`config.mk`:
```
export PLATFORM = sky130hd
export DESIGN_NAME = timer_count_unit_flat
export DESIGN_NICKNAME = d
export VERILOG_FILES = /design/src/rtl/timer_count_unit_if.sv /design/src/rtl/timer_count_unit.sv /design/src/flat_wrapper.sv
export SDC_FILE = /design/constraint.sdc
export NUM_CORES = 1
export LEC_CHECK = 0
export ABC_AREA = 1
export CORE_AREA = 2 2 60 85
export CTS_CLUSTER_DIAMETER = 40
export DETAILED_ROUTE_END_ITERATION = 8
export DIE_AREA = 0 0 62 87
export MAX_ROUTING_LAYER = met4
export PLACE_DENSITY = 0.75
export SKIP_LAST_GASP = 1
export SYNTH_ARGS = -nofsm -noshare
export SYNTH_HDL_FRONTEND = slang
export SYNTH_SLANG_ARGS = --single-unit
```
`constraint.sdc`:
```
create_clock -name pclk -period 1.75 [get_ports pclk]
set_clock_uncertainty 0.2 [all_clocks]
set_input_delay 0.175 -clock pclk [delete_from_list [all_inputs] [get_ports pclk]]
set_output_delay 0.175 -clock pclk [all_outputs]
set_load 0.05 [all_outputs]
```
`src/rtl/timer_count_unit_if.sv`:
```
// Control/status bundle between the timer register block (master) and the
// timer counting core (slave).
interface timer_count_unit_if #(
  parameter int WIDTH = 16
);
  logic [1:0]       cks;
  logic             en;
  logic             load;
  logic             updown;
  logic [WIDTH-1:0] tdr;
  logic [WIDTH-1:0] cnt;
  logic             clk_in;
  logic             ovf;
  logic             udf;

  modport master (
    output cks, en, load, updown, tdr,
    input  cnt, clk_in, ovf, udf
  );

  modport slave (
    input  cks, en, load, updown, tdr,
    output cnt, clk_in, ovf, udf
  );
endinterface

```
`src/rtl/timer_count_unit.sv`:
```
// Counting core of the timer: free-running pclk prescaler producing a tick
// enable, feeding a loadable up/down counter with one-cycle wrap flags.
module timer_count_unit #(
  parameter int WIDTH = 16
) (
  input  logic               pclk,
  input  logic               preset,
  timer_count_unit_if.slave  bus
);

  localparam logic [WIDTH-1:0] CNT_MAX  = '1;
  localparam logic [WIDTH-1:0] CNT_ZERO = '0;
  localparam logic [WIDTH-1:0] CNT_ONE  = WIDTH'(1);

  logic [3:0]       div_q, div_d;
  logic [WIDTH-1:0] cnt_q, cnt_d;
  logic             ovf_q, ovf_d;
  logic             udf_q, udf_d;

  logic [3:0]       tick_mask;
  logic             tick;

  // Tick is a decode of the low k+1 divider bits all being one, so a cks
  // change simply re-decodes the same free-running divider without a restart.
  always_comb begin
    // NOTE: every combinational output gets a default first so no path
    // leaves it unassigned, which would otherwise infer a latch.
    tick_mask = 4'b0001;
    unique case (bus.cks)
      2'b00:   tick_mask = 4'b0001;
      2'b01:   tick_mask = 4'b0011;
      2'b10:   tick_mask = 4'b0111;
      default: tick_mask = 4'b1111;
    endcase
    tick = &(div_q | ~tick_mask);
  end

  always_comb begin
    div_d = div_q + 4'd1;
    cnt_d = cnt_q;
    ovf_d = 1'b0;
    udf_d = 1'b0;
    if (bus.load) begin
      cnt_d = bus.tdr;
    end else if (bus.en && tick) begin
      if (!bus.updown) begin
        cnt_d = cnt_q + CNT_ONE;
        ovf_d = (cnt_q == CNT_MAX);
      end else begin
        cnt_d = cnt_q - CNT_ONE;
        udf_d = (cnt_q == CNT_ZERO);
      end
    end
  end

  always_ff @(posedge pclk) begin
    // NOTE: state registers use non-blocking assignments so every flop
    // samples its next value from the same pre-edge snapshot.
    if (preset) begin
      div_q <= 4'd0;
      cnt_q <= CNT_ZERO;
      ovf_q <= 1'b0;
      udf_q <= 1'b0;
    end else begin
      div_q <= div_d;
      cnt_q <= cnt_d;
      ovf_q <= ovf_d;
      udf_q <= udf_d;
    end
  end

  assign bus.cnt    = cnt_q;
  assign bus.ovf    = ovf_q;
  assign bus.udf    = udf_q;
  assign bus.clk_in = div_q[bus.cks];

endmodule

```
`src/flat_wrapper.sv`:
```
// flat-port wrapper written by rule: the top's interface ports become plain ports
module timer_count_unit_flat 
#(
  parameter int WIDTH = 16
)
  (pclk, preset, bus_cks, bus_en, bus_load, bus_updown, bus_tdr, bus_cnt, bus_clk_in, bus_ovf, bus_udf);
  timer_count_unit_if #(.WIDTH(WIDTH)) bus_i ();
  input  logic pclk;
  input  logic preset;
  input wire logic [$bits(bus_i.cks)-1:0] bus_cks;
  input wire logic [$bits(bus_i.en)-1:0] bus_en;
  input wire logic [$bits(bus_i.load)-1:0] bus_load;
  input wire logic [$bits(bus_i.updown)-1:0] bus_updown;
  input wire logic [$bits(bus_i.tdr)-1:0] bus_tdr;
  output wire logic [$bits(bus_i.cnt)-1:0] bus_cnt;
  output wire logic [$bits(bus_i.clk_in)-1:0] bus_clk_in;
  output wire logic [$bits(bus_i.ovf)-1:0] bus_ovf;
  output wire logic [$bits(bus_i.udf)-1:0] bus_udf;
  assign bus_i.cks = bus_cks;
  assign bus_i.en = bus_en;
  assign bus_i.load = bus_load;
  assign bus_i.updown = bus_updown;
  assign bus_i.tdr = bus_tdr;
  assign bus_cnt = bus_i.cnt;
  assign bus_clk_in = bus_i.clk_in;
  assign bus_ovf = bus_i.ovf;
  assign bus_udf = bus_i.udf;
  timer_count_unit #(.WIDTH(WIDTH)) u_core (.pclk(pclk), .preset(preset), .bus(bus_i));
endmodule
```
==> impl_metrics.py, run 1 <==
metrics = {
    "job": {
        "drv_cap": 0,
    },
    "clock_network": {
        "numCtsBuffers": 3,
        "clk_pin_slew_ns": 0.09,
        "cts_max_level": 1,
        "max-clock-path-buffers": 2,
        "clkLatencyLatePin_ns": 0.26,
        "holdBufCountCts": 0,
        "tritoncts": "built",
        "clock_sinks": 22,
        "cts_root_buf": "clkbuf_8",
    },
    "die": {
        "start_util_pct": 43.2,
        "die_y_um": 87,
        "die_area_um2": 5390,
        "ios": 42,
        "die_x_um": 62,
        "rows": 30,
        "coreArea_um2": 4690,
    },
    "drt": {
        "routed_wirelength_um": 6570,
        "vias_per_cell": 5.16,
        "drc": 0,
        "drtIter0Drc": 123,
        "vias": 2434,
        "drt_pass1_iterations": 4,
        "antenna_left": 0,
        "wl_per_cell_um": 13.9,
    },
    "layout": {
        "final_layout_size_suffix_gt1_share_pct": 39.5,
        "final_nets": 448,
        "regArea_um2": 482,
        "syn_to_final_growth_pct": 58.0,
        "nFillCells": 362,
        "post-route-util_pct": 68.3,
        "antennaDiodeCount": 0,
        "multi_input_area_um2": 1600,
    },
    "worst_setup_path": {
        "crit_required_ns": 1.75,
        "crit_type": "input port to register",
        "setup.worst_path.end_class": "register",
        "cp-start-kind": "input port",
        "critical_path_arrival_ns": 1.82,
        "path_max_fanout": 9,
        "r2r_slack_ns": -0.07,
    },
    "placement": {
        "port-buffer-count": 41,
        "dpl.hpwl_um": 4550,
        "place.gp.congestion": 0.864,
    },
    "sta": {
        "min_period_ns": 1.82,
        "setup-tns-final_ns": -0.0873,
        "fmax_mhz": 548,
        "hold_viol_final": 0,
        "layout_setup_ws_ns": -0.0744,
        "setup_viol": 2,
        "rsz0062_at_grt": "true",
        "drv_slew": 0,
        "min_period_over_period_pct": 104,
        "tightest_slew_ns": 0.395,
        "slew_headroom_pct": 73.4,
    },
    "logic_synthesis": {
        "synth_ff_type": "dfxtp_1",
        "syn_avg_cell_area_um2": 6.24,
        "synth_edf_count": 0,
        "synth_seq_cells": 22,
        "syn-num-nets": 364,
        "synth_cells": 325,
        "synth_warnings": 0,
        "ys_types": 37,
        "ys_seq_area_share_pct": 21.7,
        "synth_area_um2": 2030,
        "async_reset_ff_share_pct": 0,
    },
    "run_status": {
        "status": "finished with violations",
        "violations": "setup timing",
    },
    "grt": {
        "grt_pass1_wl_um": 9900,
        "antenna_found_initial": 0,
        "grt_usage_pct": 24.7,
        "grt_max_degree": 18,
        "grt_overflow_total": 0,
        "grt_pass1_vias": 2365,
    },
    "pwr": {
        "cellPowerDensity_nw_per_um2": 554,
        "irDropWorstVdd_v": 0.000333,
        "p_leak_nw": 1.50,
    },
    "hold_path": {
        "hold_class": "input port to register",
    },
}
-- repair_timing --
action / 4_1_cts / 5_1_grt
gates cloned: 1 / 0
resized for setup: 15 / 38
pin swaps: 3 / 15
setup buffers: 0 / 6
endpoints found under the setup margin: 14 / 13
-- critical path, cell delays in order --
cell and delay (ns):
buf_2 0.14, bufbuf_16 0.29, fa_2 0.39, nand2_2 0.09, nand2_2 0.06, and2_4 0.15
nand2_2 0.06, nand2_2 0.05, xor2_1 0.17, nand2_1 0.10, a21oi_2 0.15
-- per-layer routing --
metal	vias to the layer above	track usage, %	part of all wire [%]	wire, um
met5	-	-	0	0
met1	1127	25.2	38	2490
met4	0	13.9	4.6	301
met2	78	44.3	54	3550
li1	1200	-	-	-
met3	29	1.49	3.5	227
-- cell usage after synthesis, types with 4 or more instances --
cell | instances | area (um2)
nand3_1 | 13 | 65.1
or2_2 | 4 | 25.0
nor2_1 | 22 | 82.6
nor3_1 | 4 | 20.0
o21ai_1 | 7 | 35.0
nand2_1 | 108 | 405
nand4_1 | 5 | 31.3
a21oi_2 | 8 | 70.1
ha_1 | 15 | 188
nand3_2 | 8 | 80.1
dfxtp_1 | 22 | 440
nor4_1 | 4 | 25.0
inv_1 | 58 | 218
a31oi_1 | 7 | 43.8
a21oi_1 | 9 | 45.0
-- layout make-up --
class / instances / area share, %
clock buffers: 4 / 1.72
inverters: 59 / 6.91
multi-input cells: 238 / 49.8
flip-flops and latches: 22 / 15.0
well taps: 64 / 2.50
repair buffers: 85 / 24.0
-- per-stage QoR --
stage | cells | power (W) | hold WS (ns) | worst slack [ns] | cell area (um2)
floorplan | 325 | 0.000993 | 0.127 | -0.0704 | 2110
detailed placement | 461 | 0.00127 | 0.292 | -0.530 | 2840
CTS | 466 | 0.00168 | 0.271 | -0.0182 | 2990
finish | 472 | 0.00177 | 0.249 | -0.0744 | 3200
global route | 472 | 0.00187 | 0.288 | -0.148 | 3200
global placement | 461 | 0.00126 | 0.275 | -0.496 | 2840
-- final timing paths --
kind / from / cells past startpoint / endpoint
setup / recovery: bus_updown / 11 / u_core.bus.cnt[8]
hold / removal: bus_cks[0] / 6 / u_core.bus.ovf
setup reg to reg: u_core.bus.cnt[1] / 9 / u_core.bus.cnt[8]
hold reg to reg: u_core.div_q[3] / 2 / u_core.div_q[3]
-- layout by cell type (no fill, tap or decap), types with 5 or more instances in the layout --
cell / n
ha_4: 12
nand3_2: 10
dfxtp_1: 7
dfxtp_4: 9
nand4_1: 5
dfxtp_2: 6
clkdlybuf4s50_1: 20
nand3_1: 10
o21ai_1: 7
a31oi_1: 7
nand2_1: 90
nor2_2: 5
nand2_2: 18
a21oi_2: 14
buf_4: 57
inv_1: 56
nor2_1: 18
-- registers in the layout, summed over array words and instances, names as in the netlist --
signal	flops
u_core.bus.cnt	16
u_core.bus.ovf	1
u_core.bus.udf	1
u_core.div_q	4
-- kinds of logic after synthesis --
kind of cell | share of synthesized area (%)
AO/OA/AOI/OAI | 11.8
XOR/XNOR | 1.73
adder cells (fa/ha/maj) | 10.2
buffers and inverters | 13.3
flip-flops | 21.7
AND/OR/NAND/NOR | 41.3
-- where the power goes --
| group | leakage [nW] | switching, W | internal (W) |
|---|---|---|---|
| logic | 1.29 | 0.000453 | 0.000377 |
| registers | 0.189 | 0.0000347 | 0.000528 |
| clock network | 0.0288 | 0.000181 | 0.000201 |
(Power assumes the default switching activity.)
==> inputs of run 2 (changes only) <==
--- a/config.mk
+++ b/config.mk
@@ -6,12 +6,12 @@
 export NUM_CORES = 1
 export LEC_CHECK = 0
 export ABC_AREA = 1
-export CORE_AREA = 2 2 60 85
+export CORE_AREA = 2 2 61 86
 export CTS_CLUSTER_DIAMETER = 40
 export DETAILED_ROUTE_END_ITERATION = 8
-export DIE_AREA = 0 0 62 87
+export DIE_AREA = 0 0 63 88
 export MAX_ROUTING_LAYER = met4
-export PLACE_DENSITY = 0.75
+export PLACE_DENSITY = 0.73
 export SKIP_LAST_GASP = 1
 export SYNTH_ARGS = -nofsm -noshare
 export SYNTH_HDL_FRONTEND = slang
==> impl_metrics.py, run 2 (same netlist as run 1, synthesis figures left out) <==
metrics = {
    "sta": {
        "min_period_ns": 1.76,
        "hold_viol_final": 0,
        "min_period_over_period_pct": 100,
        "setup_viol": 2,
        "slew_headroom_pct": 75.2,
        "layout_setup_ws_ns": -0.00608,
        "fin_hold_ws_ns": 0.271,
        "tightest_slew_ns": 0.368,
        "rsz0062_at_grt": "true",
        "drv_slew": 0,
        "fmax_mhz": 569,
    },
    "layout": {
        "layout_common_cells": "nand2_1 (80), inv_1 (58), buf_4 (57), nand2_2 (26), clkdlybuf4s50_1 (20)",
        "final_common_cell": "nand2_1",
        "antennaDiodeCount": 0,
        "syn_to_final_growth_pct": 62.4,
        "final_layout_size_suffix_gt1_share_pct": 42.2,
        "multi_input_area_um2": 1670,
        "largest_reg_flops": 16,
        "final_cell_area_um2": 3290,
        "post-route-util_pct": 69.1,
        "nFillCells": 367,
        "regArea_um2": 485,
        "final_nets": 448,
    },
    "grt": {
        "grt_max_degree": 16,
        "grt_pass1_wl_um": 9970,
        "grtUsageMet1_pct": 26.6,
        "antenna_found_initial": 0,
        "grt_pass1_vias": 2238,
        "met2_usage_pct": 42.6,
        "grt_use_met3_pct": 1.29,
        "grt_usage_pct": 23.1,
        "grt-busiest-layer": "met2",
        "grt_overflow_total": 0,
    },
    "run_status": {
        "violations": "setup timing",
        "status": "finished with violations",
    },
    "worst_setup_path": {
        "path_max_fanout": 3,
        "r2r_slack_ns": -0.006,
        "crit_required_ns": 1.75,
        "crit_type": "register to register",
        "cp-start-kind": "register",
        "critical_path_arrival_ns": 1.76,
        "setup.worst_path.end_class": "register",
    },
    "drt": {
        "vias": 2367,
        "drt_pass1_iterations": 4,
        "drtIter0Drc": 61,
        "drc": 0,
        "wl_per_cell_um": 13.8,
        "routed_wirelength_um": 6520,
        "antenna_left": 0,
        "vias_per_cell": 5.01,
    },
    "placement": {
        "place.gp.congestion": 0.804,
        "preCtsSetupSlack_ns": -0.545,
        "port-buffer-count": 41,
        "place_area_um2": 2840,
        "dpl.hpwl_um": 4580,
    },
    "clock_network": {
        "cts_root_buf": "clkbuf_8",
        "numCtsBuffers": 3,
        "max-clock-path-buffers": 2,
        "clkLatencyLatePin_ns": 0.27,
        "cts_max_level": 1,
        "clock_sinks": 22,
        "tritoncts": "built",
        "holdBufCountCts": 0,
        "clk_pin_slew_ns": 0.09,
    },
    "pwr": {
        "cellPowerDensity_nw_per_um2": 544,
        "p_leak_nw": 1.53,
        "irDropWorstVdd_v": 0.000292,
    },
    "die": {
        "rows": 30,
        "coreArea_um2": 4770,
        "ios": 42,
        "die_y_um": 88,
        "die_area_um2": 5540,
        "die_x_um": 63,
        "start_util_pct": 42.5,
    },
    "job": {
        "drv_cap": 0,
    },
    "hold_path": {
        "hold_class": "input port to register",
    },
}
run 2: cell type report:
cell class / count / share of cell area (%)
clock buffer: 4 / 1.67
inverter: 59 / 6.72
multi-input combinational: 238 / 50.6
sequential: 22 / 14.7
tap: 64 / 2.43
timing repair buffer: 85 / 23.8
run 2: path summary, 6_finish.rpt:
check / from / end / depth (start not counted)
worst max register to register: u_core.bus.cnt[1] / u_core.bus.cnt[8] / 9
worst max-delay path: u_core.bus.cnt[1] / u_core.bus.cnt[8] / 9
worst min-delay path: bus_cks[0] / u_core.bus.ovf / 6
worst min register to register: u_core.div_q[0] / u_core.div_q[0] / 1
run 2: critical path, stage by stage, from the launching register on:
cell	delay [ns]
dfxtp_4	0.37
fa_2	0.37
nand2_2	0.09
nand2_2	0.07
and2_4	0.17
nand2_2	0.06
nand2_2	0.05
xor2_1	0.14
nand2_1	0.08
a21oi_2	0.11
run 2: where the power goes:
group | switching [W] | internal [W]
clock | 0.000178 | 0.000201
sequential | 0.0000342 | 0.000527
combinational | 0.000463 | 0.000387
run 2: metal layers:
layer  share of wire, %  routed length, um
met1                 40               2630
met4                2.5                162
met2                 54               3530
met3                3.0                197
met5                  0                  0
run 2: metrics by stage:
stage	TNS, ns	instances	total power, W
after floorplan	-0.0726	325	0.000993
after global placement	-6.18	463	0.00126
after detailed placement	-6.80	463	0.00128
after CTS	-0.0258	468	0.00169
after global routing	-0.437	472	0.00190
final	-0.00919	472	0.00179
run 2: what timing repair did:
action | 4_1_cts | 5_1_grt
gates cloned | 1 | 0
pin swaps | 1 | 16
resized for setup | 18 | 50
setup buffers | 0 | 4
endpoints found under the setup margin | 14 | 15
